File: src/rtl/nios_system_onchip_memory_loader.sv
// Byte-stream to 32-bit word loader feeding the on-chip RAM's s2 port.
// Optional running checksum of written words: define NIOS_SYSTEM_ONCHIP_LOADER_CHECKSUM_EN.
module nios_system_onchip_memory_loader #(
    parameter int MEM_DEPTH = 50000,
    parameter int ADDR_W    = 16
) (
    input  logic              clk,
    input  logic              reset,
    input  logic              start,
    input  logic [ADDR_W-1:0] base_addr,
    input  logic [ADDR_W-1:0] word_count,
    input  logic [7:0]        in_data,
    input  logic              in_valid,
    output logic              in_ready,
    output logic [ADDR_W-1:0] mem_address,
    output logic [3:0]        mem_byteenable,
    output logic              mem_chipselect,
    output logic              mem_write,
    output logic [31:0]       mem_writedata,
    output logic              mem_clken,
    output logic              busy,
    output logic              done,
    output logic              error,
    output logic [31:0]       checksum
);

    typedef enum logic [1:0] {
        IDLE    = 2'd0,
        COLLECT = 2'd1,
        WRITE   = 2'd2,
        FINISH  = 2'd3
    } state_t;

    localparam logic [ADDR_W:0] DEPTH_LIMIT = (ADDR_W+1)'(MEM_DEPTH);

    state_t            state_r;
    logic [ADDR_W-1:0] remaining_r;
    logic [1:0]        byte_idx_r;
    logic [ADDR_W:0]   end_addr_s;
    logic              range_bad_s;

    // One bit wider than the address so a base near the top cannot wrap past the check.
    assign end_addr_s     = {1'b0, base_addr} + {1'b0, word_count};
    assign range_bad_s    = (end_addr_s > DEPTH_LIMIT);
    assign mem_byteenable = 4'hF;
    assign mem_clken      = 1'b1;

    // Load sequencer: start capture, byte packing, one-cycle write strobe, done pulse.
    always_ff @(posedge clk) begin
        if (reset) begin
            state_r        <= IDLE;
            remaining_r    <= '0;
            byte_idx_r     <= 2'd0;
            in_ready       <= 1'b0;
            mem_address    <= '0;
            mem_chipselect <= 1'b0;
            mem_write      <= 1'b0;
            mem_writedata  <= 32'h0;
            busy           <= 1'b0;
            done           <= 1'b0;
            error          <= 1'b0;
        end else begin
            case (state_r)
                IDLE: begin
                    done <= 1'b0;
                    if (start) begin
                        mem_address <= base_addr;
                        remaining_r <= word_count;
                        byte_idx_r  <= 2'd0;
                        busy        <= 1'b1;
                        error       <= range_bad_s;
                        if ((word_count == '0) || range_bad_s) begin
                            state_r <= FINISH;
                        end else begin
                            state_r  <= COLLECT;
                            in_ready <= 1'b1;
                        end
                    end
                end
                COLLECT: begin
                    if (in_valid && in_ready) begin
                        case (byte_idx_r)
                            2'd0:    mem_writedata[7:0]   <= in_data;
                            2'd1:    mem_writedata[15:8]  <= in_data;
                            2'd2:    mem_writedata[23:16] <= in_data;
                            2'd3:    mem_writedata[31:24] <= in_data;
                            default: mem_writedata[7:0]   <= in_data;
                        endcase
                        byte_idx_r <= byte_idx_r + 2'd1;
                        if (byte_idx_r == 2'd3) begin
                            in_ready       <= 1'b0;
                            mem_write      <= 1'b1;
                            mem_chipselect <= 1'b1;
                            state_r        <= WRITE;
                        end
                    end
                end
                WRITE: begin
                    mem_write      <= 1'b0;
                    mem_chipselect <= 1'b0;
                    mem_address    <= mem_address + {{(ADDR_W-1){1'b0}}, 1'b1};
                    remaining_r    <= remaining_r - {{(ADDR_W-1){1'b0}}, 1'b1};
                    if (remaining_r == {{(ADDR_W-1){1'b0}}, 1'b1}) begin
                        state_r <= FINISH;
                    end else begin
                        state_r  <= COLLECT;
                        in_ready <= 1'b1;
                    end
                end
                FINISH: begin
                    done    <= 1'b1;
                    busy    <= 1'b0;
                    state_r <= IDLE;
                end
                default: begin
                    state_r        <= IDLE;
                    in_ready       <= 1'b0;
                    mem_write      <= 1'b0;
                    mem_chipselect <= 1'b0;
                    busy           <= 1'b0;
                    done           <= 1'b0;
                end
            endcase
        end
    end

`ifdef NIOS_SYSTEM_ONCHIP_LOADER_CHECKSUM_EN
    logic [31:0] checksum_r;

    // Running mod-2^32 sum of every word strobed into RAM since the last accepted start.
    always_ff @(posedge clk) begin
        if (reset) begin
            checksum_r <= 32'h0;
        end else if ((state_r == IDLE) && start) begin
            checksum_r <= 32'h0;
        end else if (state_r == WRITE) begin
            checksum_r <= checksum_r + mem_writedata;
        end else begin
            checksum_r <= checksum_r;
        end
    end

    assign checksum = checksum_r;
`else
    assign checksum = 32'h0;
`endif

endmodule

File: config.mk
export PLATFORM = sky130hd
export DESIGN_NAME = nios_system_onchip_memory_loader
export DESIGN_NICKNAME = d
export VERILOG_FILES = /design/src/rtl/nios_system_onchip_memory_loader.sv
export SDC_FILE = /design/constraint.sdc
export NUM_CORES = 1
export LEC_CHECK = 0
export CAP_MARGIN = 10
export CORE_ASPECT_RATIO = 0.8
export CORE_UTILIZATION = 40
export DETAILED_ROUTE_END_ITERATION = 6
export PLACE_DENSITY = 0.76
export SLEW_MARGIN = 20
export SYNTH_ARGS = -nofsm -noshare
export SYNTH_HDL_FRONTEND = slang
export SYNTH_SLANG_ARGS = --single-unit
File: constraint.sdc
create_clock -name clk -period 3.28 [get_ports clk]
set_clock_uncertainty 0.2 [all_clocks]
set_input_delay 0.328 -clock clk [delete_from_list [all_inputs] [get_ports clk]]
set_output_delay 0.328 -clock clk [all_outputs]
set_load 0.005 [all_outputs]
==> results of run 1 <==
-- worst max path at each step --
stage                     slack (ps)  cells past startpoint          from        to
after CTS                         30                     11  base_addr[0]  in_ready
after floorplan                  410                     10  base_addr[0]  in_ready
after global routing              40                     11  base_addr[0]  in_ready
final                            110                     11  base_addr[0]  in_ready
after detailed placement        -330                     11  base_addr[0]  in_ready
after global placement          -150                     11  base_addr[0]  in_ready
-- state kept, by name, summed over array words and instances, names as in the netlist --
register       cells
mem_writedata     32
mem_address       16
remaining_r       16
byte_idx_r         2
state_r            2
busy               1
done               1
error              1
in_ready           1
mem_write          1
-- routing by layer --
metal	track usage	vias up
li1	-	2433
met2	0.377	210
met1	0.338	2421
met5	0	-
met4	0.0686	0
met3	0.0384	14
-- worst register-to-register path, stage by stage, from the launching register on --
cell	delay (ps)
dfxtp_1	460
ha_1	220
and2_0	430
nor4b_1	550
nand3_1	200
or2_1	300
nor3_1	140
o21ai_1	80
a21oi_1	150
-- per-stage QoR --
step,hold slack [ps],utilization,cells
after floorplan,246,-,682
after global placement,242,0.511,890
after detailed placement,247,0.511,890
after CTS,256,0.538,906
after global routing,271,0.540,906
final,253,0.540,906
-- cells by family (layout without fill, tap and decap cells) --
group                    after synthesis  after routing  synth area share
buffers and inverters                 88            164             0.103
multiplexers                           3              3           0.00624
flip-flops                            73             73             0.304
AND/OR/NAND/NOR                      257            257             0.243
other                                  2             37           0.00156
adder cells (fa/ha/maj)               28             28            0.0744
XOR/XNOR                               8              8            0.0146
AO/OA/AOI/OAI                        188            188             0.254
-- report_power, final --
| part | total, mW | switching [mW] | leakage, nW | internal, mW |
|---|---|---|---|---|
| clock network | 1.04 | 0.437 | 0.153 | 0.604 |
| registers | 1.27 | 0.202 | 0.595 | 1.07 |
| logic | 1.96 | 1.14 | 1.66 | 0.823 |
-- area by class of cell --
cell class              count  area share
well taps                 148      0.0296
multi-input cells         521       0.480
flip-flops and latches     73       0.233
clock buffers               9      0.0360
repair buffers            135       0.200
inverters                  13     0.00779
clock inverters             7      0.0136
-- what timing repair did --
action                                  in CTS  in global routing
gates resized for setup                      0                  3
buffers inserted                             0                  0
endpoints found under the setup margin       0                  1
-- layout by cell type (no fill, tap or decap), types with 9 or more instances in the layout --
master	count
a211oi_1	11
inv_1	13
clkdlybuf4s50_1	96
dfxtp_1	73
nand2_1	112
a21oi_1	80
o22ai_1	9
o21ai_0	17
nor3_1	14
nor4_1	9
clkbuf_16	9
nor2_1	63
ha_1	27
buf_4	38
conb_1	37
nand3_1	16
==> results.json, run 1 <==
{
  "rsz0062_at_grt": "false",
  "via_count": 5078,
  "cts.sinks": 73,
  "place_area_um2": 5930,
  "crit_path_end_kind": "flop",
  "max_cap_viol_count": 0,
  "setup_tns_ps": 0,
  "post-route-period-util": 0.968,
  "start_util": 0.414,
  "antenna_found_initial": 0,
  "synth_common_cells": "112 x nand2_1, 81 x a21oi_1, 73 x dfxtp_1",
  "gp_congestion": 0.963,
  "dp_hpwl_um": 11700,
  "setup_viol_count_final": 0,
  "hold_viol": 0,
  "nNetsFinal": 825,
  "holdPathEnd": "mem_writedata[0]",
  "wl_met1_um": 7210,
  "die_h_um": 100,
  "grt_usage": 0.239,
  "yosysMostFrequentCell": "nand2_1",
  "crit_family": "compound AO/OA/AOI/OAI gates",
  "overflow": 0,
  "cts_tree": "yes",
  "yosys.area.top_type": "dfxtp_1",
  "core_um2": 11600,
  "synthFlopType": "dfxtp_1",
  "n_fill_cell": 1056,
  "cts-hold-fix-buffers": 0,
  "die_w_um": 125,
  "power_density_nw_per_um2": 682,
  "slew_viol_final": 0,
  "synth-seq-cells": 73,
  "crit_buf_inv": 1,
  "multi_input_area_um2": 3000,
  "register_area_um2": 1460,
  "crit_fanout": 4,
  "dr.pass1.iters": 5,
  "hold_path_depth": 2,
  "stdcell_area_um2": 6260,
  "clk_path_buf_depth": 2,
  "synthToLayoutAreaGrowth_pct": 30.2,
  "async_flop_share": 0,
  "numCtsBuffers": 9,
  "synthDistinctLibCells": 68,
  "outcome": "finished clean",
  "drive_gt1_frac": 0.0897,
  "ios": 135,
  "ir_drop_v": 0.000344,
  "syn_inst": 647,
  "top_layer": "met4",
  "grt_pass1_vias": 4623,
  "crit_required_ps": 3330,
  "dr_wl_met3_um": 922,
  "syn_area_um2": 4810,
  "worstSetupStartpointType": "input port",
  "routed_wl_um": 15200,
  "r2r_setup_slack_ps": 480,
  "worstSetupPathType": "in2reg",
  "htree_levels": 3,
  "tightest_slew_ps": 783,
  "antenna_left": 0,
  "diodes": 0,
  "synthTopCellsByArea": "dfxtp_1 30%, nand2_1 8.7%, a21oi_1 8.4%",
  "num_rows": 35,
  "hold_class": "reg2reg",
  "hold_start": "mem_writedata[0]",
  "synth_edf_count": 0,
  "crit_chain": "clkdlybuf4s50_1 -> ha_1 -> fa_2 -> a21o_1 -> a221o_2 -> a21oi_4 -> o21ai_2 -> o311ai_2 -> o22ai_2 -> a31o_1 -> a211oi_1",
  "route.detailed.drc": 0,
  "leakagePower_nw": 2.41,
  "routedWlPerCell_um": 16.8,
  "setup_ws_ps": 105,
  "ys_seq_area_frac": 0.304,
  "synth_warnings": 0,
  "r2r_end": "mem_address[14]",
  "min_period_ps": 3170,
  "slowest_delay_ps": 450,
  "arrival_ps": 3220,
  "port_buffers": 97,
  "avgSynthCellArea_um2": 7.43,
  "timing.rr.start": "mem_address[0]",
  "met2_length_um": 6930,
  "power_mw": 4.27,
  "clkSlewWorstSetupHoldPaths_ps": 70,
  "clk_latency_ps": 340,
  "clock.fmax_ghz": 0.315,
  "grt_pass1_wl_um": 23700,
  "cpMaxStageDelayCell": "a221o_2",
  "die_area_um2": 12500,
  "pre_cts_ws_ps": -327,
  "worst_r2r_path_depth": 8,
  "grt_max_degree": 39,
  "first_iter_violations": 423,
  "synth_top_area_frac": 0.304,
  "cts-root-buf": "clkbuf_16",
  "slew_headroom": 0.473,
  "viasPerCell": 5.60
}
Power figures use the tool's default switching activity.
==> run 2, diff against run 1 <==
- CORE_MARGIN: unset -> 8
- CTS_CLUSTER_DIAMETER: unset -> 100
- DONT_BUFFER_PORTS: unset -> 1
- PLACE_DENSITY: 0.76 -> 0.61
==> results.json, run 2 (synthesis results as in run 1) <==
{
  "clock.fmax_ghz": 0.360,
  "grt_pass1_wl_um": 23000,
  "switching_share": 0.417,
  "route.detailed.drc": 0,
  "routed_wl_um": 14400,
  "final_core_util": 0.438,
  "ir_drop_v": 0.000398,
  "clk_path_buf_depth": 2,
  "max_flop_register": "mem_writedata",
  "stdcell_area_um2": 5230,
  "clkSlewWorstSetupHoldPaths_ps": 60,
  "placed_cells": 767,
  "ios": 135,
  "setup_tns_ps": 0,
  "min_period_ps": 2780,
  "start_util": 0.403,
  "post-cts-setup-buffer-count": 0,
  "dr.pass1.iters": 5,
  "power.switching_mw": 1.69,
  "largestRegisters": "mem_writedata: 32 flops, mem_address: 16 flops, remaining_r: 16 flops",
  "hold_viol": 0,
  "htree_levels": 3,
  "intPower_mw": 2.36,
  "core_um2": 11900,
  "tightest_slew_ps": 872,
  "antenna_left": 0,
  "grt_max_degree": 74,
  "setup_ws_ps": 501,
  "worstSetupStartpointType": "input port",
  "first_iter_violations": 513,
  "arrival_ps": 2830,
  "pre_cts_ws_ps": 178,
  "antenna_found_initial": 0,
  "die_w_um": 139,
  "slew_viol_final": 0,
  "power_density_nw_per_um2": 774,
  "crit_required_ps": 3340,
  "hold_class": "in2reg",
  "grt_usage": 0.178,
  "final_cells": 796,
  "clk_latency_ps": 340,
  "n_fill_cell": 1203,
  "drive_gt1_frac": 0.0575,
  "cts-hold-fix-buffers": 13,
  "via_count": 4560,
  "combPwrFrac": 0.409,
  "rsz0062_at_grt": "false",
  "max_cap_viol_count": 0,
  "crit_path_end_kind": "flop",
  "final_common_cell": "nand2_1",
  "diodes": 0,
  "gp_congestion": 0.874,
  "worstSetupPathType": "in2reg",
  "dp_hpwl_um": 10700,
  "clkPwrFrac": 0.270,
  "die_area_um2": 15800,
  "outcome": "finished clean",
  "largest_reg_flops": 32,
  "setup_viol_count_final": 0,
  "routedWlPerCell_um": 18.1,
  "cts_tree": "yes",
  "grt_pass1_vias": 4182,
  "seq_power_share": 0.321,
  "numCtsBuffers": 9,
  "cts.sinks": 73,
  "nNetsFinal": 711,
  "holdWs_ps": 28.3,
  "post-route-period-util": 0.847,
  "ctsResizeCount": 0,
  "leakagePower_nw": 1.98,
  "cts-root-buf": "clkbuf_16",
  "slew_headroom": 0.413,
  "overflow": 0,
  "final_cell_mix": "112 x nand2_1, 80 x a21oi_1, 73 x dfxtp_1",
  "die_h_um": 114,
  "crit_fanout": 4,
  "port_buffers": 0,
  "place_area_um2": 4750,
  "viasPerCell": 5.73,
  "synthToLayoutAreaGrowth_pct": 8.66,
  "num_rows": 36,
  "power_mw": 4.04
}
run 2: cell count changes in the layout (fill, tap and decap cells not counted), sizes merged:
cell / previous run / this run
inv: 16 / 15
dlygate4sd3: 0 / 12
buf: 39 / 9
bufinv: 1 / 2
clkdlybuf4s50: 96 / 0
run 2: power by group through the flow:
stage	Clock (mW)	Sequential, mW	Combinational (mW)
5_1_grt	1.15	1.33	1.86
3_3_place_gp	0	1.31	1.55
2_1_floorplan	0	1.24	1.33
6_report	1.09	1.30	1.65
3_5_place_dp	0	1.32	1.59
4_1_cts	1.13	1.30	1.64
run 2: final timing paths:
check	slack, ps	endpoint	start	cells after the start
min reg2reg	280	mem_writedata[9]	mem_writedata[9]	2
max	500	in_ready	base_addr[0]	10
max reg2reg	780	mem_writedata[13]	state_r[1]	7
min	30	mem_address[1]	base_addr[1]	2
run 2: layout make-up:
type                       count  area (um^2)  share of cell area
clock inverter                 7          103              0.0196
timing repair buffer          21          208              0.0397
sequential                    73         1460               0.280
multi-input combinational    521         2990               0.572
clock buffer                   9          225              0.0431
inverter                      13         48.8             0.00934
tap                          152          190              0.0364
run 2: worst max-delay path, cell delays in order:
cell	delay, ps
ha_1	220
fa_1	420
a21o_1	220
a221o_2	410
a311oi_1	330
o21bai_1	110
xor2_1	150
o22ai_1	280
a311oi_1	140
a211oi_1	220
run 2: layer usage:
layer | GRT usage | share of wire
met4 | 0.0477 | 0.010
met5 | 0 | 0
met3 | 0.0580 | 0.10
met1 | 0.239 | 0.45
met2 | 0.268 | 0.44
